File: config.mk
export PLATFORM = sky130hd
export DESIGN_NAME = serial_to_parallel_lane_flat
export DESIGN_NICKNAME = d
export VERILOG_FILES = /design/src/rtl/serial_to_parallel_lane_if.sv /design/src/rtl/serial_to_parallel_lane.sv /design/src/flat_wrapper.sv
export SDC_FILE = /design/constraint.sdc
export NUM_CORES = 1
export LEC_CHECK = 0
export CORE_ASPECT_RATIO = 2
export CORE_MARGIN = 4
export CORE_UTILIZATION = 58
export CTS_BUF_LIST = sky130_fd_sc_hd__clkbuf_8 sky130_fd_sc_hd__clkbuf_16
export DETAILED_ROUTE_END_ITERATION = 16
export GPL_ROUTABILITY_DRIVEN = 0
export PLACE_DENSITY = 0.84
export SLEW_MARGIN = 20
export SYNTH_ARGS = -nofsm -noshare
export SYNTH_HDL_FRONTEND = slang
export SYNTH_SLANG_ARGS = --single-unit
File: constraint.sdc
create_clock -name clk_32f -period 5.2 [get_ports clk_32f]
set_input_delay 0.52 -clock clk_32f [delete_from_list [all_inputs] [get_ports clk_32f]]
set_output_delay 0.52 -clock clk_32f [all_outputs]
set_load 0.01 [all_outputs]
File: src/rtl/serial_to_parallel_lane_if.sv
// Serial lane bundle between the line-side bit source and the deserializer.
//   data_in   : serial bit, MSB of each lane word first
//   lane_out  : last received data word, held between updates
//   valid_out : lane_out holds the word received at the latest boundary
//   active    : lane has achieved word alignment
// master = bit source / downstream consumer side, slave = deserializer side.
interface serial_to_parallel_lane_if #(
  parameter int WIDTH = 32
);
  logic             data_in;
  logic [WIDTH-1:0] lane_out;
  logic             valid_out;
  logic             active;

  modport master (
    output data_in,
    input  lane_out,
    input  valid_out,
    input  active
  );

  modport slave (
    input  data_in,
    output lane_out,
    output valid_out,
    output active
  );
endinterface

File: src/rtl/serial_to_parallel_lane.sv
// Per-lane receive deserializer feeding the unstriping stage.
// Shifts in one serial bit per clk_32f edge (MSB first), hunts for the COM
// symbol to find word boundaries, declares lock after ALIGN_COUNT
// consecutive boundary-aligned COM words, then presents data words.
//   clk_32f        : bit clock, all logic in this domain
//   reset          : synchronous, active-high, aborts all progress
//   lane.data_in   : serial input bit
//   lane.lane_out  : last data word (COM/IDLE are never forwarded)
//   lane.valid_out : high for the word period after a data word boundary
//   lane.active    : lane aligned
module serial_to_parallel_lane #(
  parameter int               WIDTH       = 32,
  parameter logic [WIDTH-1:0] COM         = 32'hBCBCBCBC,
  parameter logic [WIDTH-1:0] IDLE        = 32'h7C7C7C7C,
  parameter int               ALIGN_COUNT = 4
) (
  input  logic                       clk_32f,
  input  logic                       reset,
  serial_to_parallel_lane_if.slave   lane
);

  localparam int BW = $clog2(WIDTH);
  localparam int CW = $clog2(ALIGN_COUNT + 1);

  localparam logic [BW-1:0] BIT_ONE  = BW'(1);
  localparam logic [BW-1:0] BIT_LAST = BW'(WIDTH - 1);
  localparam logic [CW-1:0] CNT_ONE  = CW'(1);
  localparam logic [CW-1:0] CNT_LAST = CW'(ALIGN_COUNT - 1);

  typedef enum logic [1:0] {
    SEARCH  = 2'd0,
    LOCKING = 2'd1,
    ALIGNED = 2'd2
  } state_t;

  state_t           state_q, state_d;
  // Only the newest WIDTH-1 bits are ever read back (the oldest bit drops
  // out of the candidate word), so the history register is one bit short.
  logic [WIDTH-2:0] sr_q, sr_d;
  logic [BW-1:0]    bit_cnt_q, bit_cnt_d;
  logic [CW-1:0]    com_cnt_q, com_cnt_d;
  logic [WIDTH-1:0] lane_out_q, lane_out_d;
  logic             valid_q, valid_d;
  logic             active_q, active_d;

  logic [WIDTH-1:0] w;
  logic             boundary;

  always_comb begin
    // Candidate word includes the bit sampled on this edge.
    w          = {sr_q, lane.data_in};
    boundary   = (bit_cnt_q == BIT_LAST);

    sr_d       = w[WIDTH-2:0];
    bit_cnt_d  = bit_cnt_q + BIT_ONE;
    com_cnt_d  = com_cnt_q;
    state_d    = state_q;
    lane_out_d = lane_out_q;
    valid_d    = valid_q;
    active_d   = active_q;

    case (state_q)
      SEARCH: begin
        // Every edge is a potential boundary while hunting.
        if (w == COM) begin
          com_cnt_d = CNT_ONE;
          bit_cnt_d = '0;
          state_d   = LOCKING;
        end
      end
      LOCKING: begin
        if (boundary) begin
          if (w == COM) begin
            com_cnt_d = com_cnt_q + CNT_ONE;
            if (com_cnt_q == CNT_LAST) begin
              state_d  = ALIGNED;
              active_d = 1'b1;
            end
          end else begin
            // A corrupted or shifted COM restarts the hunt from scratch.
            com_cnt_d = '0;
            state_d   = SEARCH;
          end
        end
      end
      ALIGNED: begin
        // Only boundary-aligned words are classified; COM patterns that
        // straddle a boundary inside data are ignored.
        if (boundary) begin
          if ((w == COM) || (w == IDLE)) begin
            valid_d = 1'b0;
          end else begin
            lane_out_d = w;
            valid_d    = 1'b1;
          end
        end
      end
      default: begin
        state_d = SEARCH;
      end
    endcase
  end

  always_ff @(posedge clk_32f) begin
    if (reset) begin
      state_q    <= SEARCH;
      sr_q       <= '0;
      bit_cnt_q  <= '0;
      com_cnt_q  <= '0;
      lane_out_q <= '0;
      valid_q    <= 1'b0;
      active_q   <= 1'b0;
    end else begin
      state_q    <= state_d;
      sr_q       <= sr_d;
      bit_cnt_q  <= bit_cnt_d;
      com_cnt_q  <= com_cnt_d;
      lane_out_q <= lane_out_d;
      valid_q    <= valid_d;
      active_q   <= active_d;
    end
  end

  assign lane.lane_out  = lane_out_q;
  assign lane.valid_out = valid_q;
  assign lane.active    = active_q;

endmodule

File: src/flat_wrapper.sv
// flat-port wrapper written by rule: the top's interface ports become plain ports
module serial_to_parallel_lane_flat 
#(
  parameter int               WIDTH       = 32,
  parameter logic [WIDTH-1:0] COM         = 32'hBCBCBCBC,
  parameter logic [WIDTH-1:0] IDLE        = 32'h7C7C7C7C,
  parameter int               ALIGN_COUNT = 4
)
  (clk_32f, reset, lane_data_in, lane_lane_out, lane_valid_out, lane_active);
  serial_to_parallel_lane_if #(.WIDTH(WIDTH)) lane_i ();
  input  logic clk_32f;
  input  logic reset;
  input wire logic [$bits(lane_i.data_in)-1:0] lane_data_in;
  output wire logic [$bits(lane_i.lane_out)-1:0] lane_lane_out;
  output wire logic [$bits(lane_i.valid_out)-1:0] lane_valid_out;
  output wire logic [$bits(lane_i.active)-1:0] lane_active;
  assign lane_i.data_in = lane_data_in;
  assign lane_lane_out = lane_i.lane_out;
  assign lane_valid_out = lane_i.valid_out;
  assign lane_active = lane_i.active;
  serial_to_parallel_lane #(.WIDTH(WIDTH), .COM(COM), .IDLE(IDLE), .ALIGN_COUNT(ALIGN_COUNT)) u_core (.clk_32f(clk_32f), .reset(reset), .lane(lane_i));
endmodule
==> out/qor.json <==
{
  "cts": {
    "post_cts.resized_instances": 0,
    "numCtsBuffers": 9,
    "clock-sinks": 75,
    "cts_hold_buf": 0,
    "worst_skew_pair.late_latency_ns": 0.34,
    "clk_pin_slew_ns": 0.08,
    "ctsLongestPathBuffers": 2,
    "htree_num_levels": 3,
    "cts_root_buf": "sky130_fd_sc_hd__clkbuf_8",
    "cts_tree": "yes",
    "post-cts-setup-buffers": 0
  },
  "synth": {
    "seq_area_frac_synth_pct": 54.5,
    "ys.flop_type": "sky130_fd_sc_hd__dfxtp_1",
    "synth_async_sr_flop_share_pct": 0,
    "synth_enable_flop_cells": 0,
    "post_synth.cell_area_avg_um2": 9.67,
    "synthMostInstantiatedCell": "sky130_fd_sc_hd__dfxtp_1",
    "dominant_cells_by_area_after_synthesis": "sky130_fd_sc_hd__dfxtp_1 54%, sky130_fd_sc_hd__nor2b_1 7.3%, sky130_fd_sc_hd__a21oi_1 6.4%",
    "netlist.top_cell.by_area": "sky130_fd_sc_hd__dfxtp_1",
    "post_synth_num_cell_types": 36,
    "yosys.area.top_type_share_pct": 54.5,
    "mappedNetlistArea_um2": 2760,
    "synth.cells.most_frequent": "75 x sky130_fd_sc_hd__dfxtp_1, 35 x sky130_fd_sc_hd__a21oi_1, 34 x sky130_fd_sc_hd__nand3_1",
    "yosys_warnings": 0,
    "synth_cells": 285,
    "syn-num-nets": 292,
    "ys_seq_elements": 75
  },
  "critical_path": {
    "crit_path_max_fanout": 21,
    "register_to_register_setup_slack_ns": 3.21,
    "cp_slowest_stage_delay_ns": 0.45,
    "criticalPathCategory": "in -> reg",
    "endpoint_kind": "flop",
    "cp_cell_sequence": "clkdlybuf4s50_1, and4bb_2, and4_1, o211ai_2, buf_4, nand3_1, a21oi_1",
    "timing.rr.start": "u_core.bit_cnt_q[0]$_SDFF_PP0_",
    "rr_worst_depth": 7,
    "critical_path_arrival_ns": 2.28,
    "critical_path.reg2reg.endpoint": "u_core.lane.lane_out[16]$_SDFFE_PP0P_",
    "worst_path_max_delay_cell": "sky130_fd_sc_hd__clkdlybuf4s50_1",
    "critical_path.startpoint_type": "input pin",
    "required_time_of_the_critical_path_ns": 5.39
  },
  "grt": {
    "grt_start_max_net_pins": 68,
    "antenna_violations_before_repair": 0,
    "residual_overflow_from_global_routing": 0,
    "via_count_of_the_first_global_routing_pass": 2065,
    "globalRouteTotalUtil_pct": 19.9,
    "first_pass_grt_wire_length_um": 9400
  },
  "power": {
    "share_clk_of_total_power_pct": 41.7,
    "powerDensity_nw_per_um2": 306,
    "internal_power_mw": 0.801,
    "power.share.switching_pct": 21.4,
    "power.static_leakage_nw": 1.18,
    "sequentialPowerShare_pct": 56.9,
    "power_frac_comb_pct": 1.5,
    "irDropWorstVdd_mv": 0.258,
    "p_switching_mw": 0.218
  },
  "detailed_routing": {
    "drc": 0,
    "detail_route.first_pass.iterations": 4,
    "wl_per_cell_um": 14.7,
    "routed_wl_um": 5520,
    "detailroute.via_count": 2110,
    "routed_via_density": 5.61,
    "detailedRoute.firstIterationViolations": 50,
    "final_antenna_net_count": 0
  },
  "timing": {
    "period_minus_slack_ns": 2.09,
    "grt_setup_unrepaired": "no",
    "final.period_utilization_pct": 40.3,
    "setup-violations-final": 0,
    "slew_violations": 0,
    "finalClockSkew_ns": 0.00921,
    "max_freq_ghz": 0.478,
    "setup_total_negative_slack_ns": 0,
    "final_hold_viol_count": 0,
    "worstMarginPinSlew_ns": 0.628,
    "max-slew-margin-rel_pct": 58.1
  },
  "outcome": {
    "outcome": "finished, final reports clean"
  },
  "cells_and_area": {
    "nNetsFinal": 323,
    "area_delta_synth_final_pct": 20.6,
    "post_route_cells_drive_above_1_share_pct": 9.66,
    "antenna_cells_inserted": 0,
    "fill_count": 346,
    "register_area_um2": 1500,
    "instances_no_fill": 376,
    "multi_input_combinational_cell_area_um2": 1150
  },
  "die": {
    "initial_core_utilization_pct": 59.9,
    "design.die.area_um2": 5990,
    "pin_count": 37,
    "core_um2": 4600,
    "die_height_um": 105,
    "rows": 35,
    "die_x_um": 56.7
  },
  "flow_run": {
    "drv_cap": 0
  },
  "placed_design": {
    "dp_hpwl_um": 3710,
    "portBuffers": 36,
    "placed_cells": 359
  },
  "min_path": {
    "hold_start": "u_core.bit_cnt_q[0]$_SDFF_PP0_",
    "worst_hold_path.num_cells": 1,
    "whs_endpoint": "u_core.bit_cnt_q[0]$_SDFF_PP0_",
    "timing.hold.worst.class": "reg -> reg"
  }
}
registers in the layout, indices dropped and copies added (netlist names):
name and flops:
u_core.state_q 2, u_core.lane.valid_out 1, u_core.sr_q 31, u_core.bit_cnt_q 5, u_core.com_cnt_q 3, u_core.lane.lane_out 32, u_core.lane.active 1
worst max-delay path, delay by kind of cell:
kind,cells,cell delay (ns)
AO/OA/AOI/OAI,2,0.31
AND/OR/NAND/NOR,3,0.69
buffers and inverters,2,0.75
layer usage:
| metal | global-route usage (%) | vias up | routed length, µm |
|---|---|---|---|
| met5 | 0 | - | 0 |
| met4 | 8.96 | 0 | 129 |
| met3 | 4.66 | 12 | 180 |
| met2 | 35.5 | 50 | 2960 |
| met1 | 21.8 | 982 | 2250 |
| li1 | - | 1066 | - |
final cells by class:
class | instances | area share [%]
flip-flops and latches | 75 | 45.2
multi-input cells | 184 | 34.6
repair buffers | 40 | 11.7
clock buffers | 9 | 3.73
clock inverters | 7 | 2.07
well taps | 55 | 2.07
inverters | 6 | 0.677
cells by family (layout without fill, tap and decap cells):
group	count (synthesis)	count (layout)	share of synthesized area, %
AO/OA/AOI/OAI	76	76	15.1
flip-flops	75	75	54.5
adder cells (fa/ha/maj)	4	4	1.82
AND/OR/NAND/NOR	102	102	24.0
buffers and inverters	26	62	4.04
XOR/XNOR	2	2	0.636
through the flow:
stage                     area, µm²  utilization (%)  hold slack [ns]  setup WS (ns)  total power [mW]
after detailed placement       3120             67.9            0.456           2.71             0.608
after global routing           3320             72.3            0.484           3.01              1.06
after global placement         3120             67.9            0.427           2.79             0.607
after floorplan                2760                -            0.418           3.45             0.604
final                          3320             72.3            0.463           3.11              1.02
after CTS                      3310             72.1            0.468           2.67              1.03
cells in the final DEF (no fill, tap or decap), types with 2 or more instances in the layout:
| cell type | n |
|---|---|
| sky130_fd_sc_hd__o21ai_1 | 15 |
| sky130_fd_sc_hd__nand2_1 | 4 |
| sky130_fd_sc_hd__buf_4 | 3 |
| sky130_fd_sc_hd__nor4bb_1 | 2 |
| sky130_fd_sc_hd__nor2_1 | 7 |
| sky130_fd_sc_hd__and2_1 | 2 |
| sky130_fd_sc_hd__nand4bb_1 | 2 |
| sky130_fd_sc_hd__and4_1 | 2 |
| sky130_fd_sc_hd__nor3_2 | 2 |
| sky130_fd_sc_hd__nor2b_1 | 32 |
| sky130_fd_sc_hd__a21oi_1 | 35 |
| sky130_fd_sc_hd__nor3_1 | 3 |
| sky130_fd_sc_hd__nand3_1 | 34 |
| sky130_fd_sc_hd__inv_1 | 6 |
| sky130_fd_sc_hd__clkdlybuf4s50_1 | 35 |
| sky130_fd_sc_hd__clkbuf_8 | 9 |
| sky130_fd_sc_hd__nand4_1 | 2 |
| sky130_fd_sc_hd__clkinvlp_4 | 2 |
| sky130_fd_sc_hd__clkinv_2 | 3 |
| sky130_fd_sc_hd__dfxtp_1 | 75 |
| sky130_fd_sc_hd__o21ai_0 | 20 |
| sky130_fd_sc_hd__a32o_1 | 2 |
| sky130_fd_sc_hd__ha_1 | 4 |
| sky130_fd_sc_hd__and4bb_2 | 3 |
how the worst max path moves through the flow:
stage / startpoint / to / cells past startpoint / slack (ns)
5_1_grt: lane_data_in / u_core.lane.lane_out[0]$_SDFFE_PP0P_ / 7 / 3.01
3_5_place_dp: u_core.bit_cnt_q[0]$_SDFF_PP0_ / u_core.lane.lane_out[16]$_SDFFE_PP0P_ / 6 / 2.71
4_1_cts: u_core.bit_cnt_q[0]$_SDFF_PP0_ / u_core.lane.lane_out[13]$_SDFFE_PP0P_ / 6 / 2.67
2_1_floorplan: u_core.bit_cnt_q[0]$_SDFF_PP0_ / u_core.lane.lane_out[0]$_SDFFE_PP0P_ / 7 / 3.45
6_report: lane_data_in / u_core.lane.lane_out[31]$_SDFFE_PP0P_ / 7 / 3.11
3_3_place_gp: u_core.bit_cnt_q[0]$_SDFF_PP0_ / u_core.lane.lane_out[2]$_SDFFE_PP0P_ / 6 / 2.79
power by group through the flow:
stage,clock [mW],combinational [mW],sequential (mW)
CTS,0.437,0.0150,0.579
global placement,0,0.0148,0.593
detailed placement,0,0.0149,0.593
finish,0.425,0.0149,0.579
global route,0.465,0.0170,0.580
floorplan,0,0.0115,0.592
(Power assumes the default switching activity.)
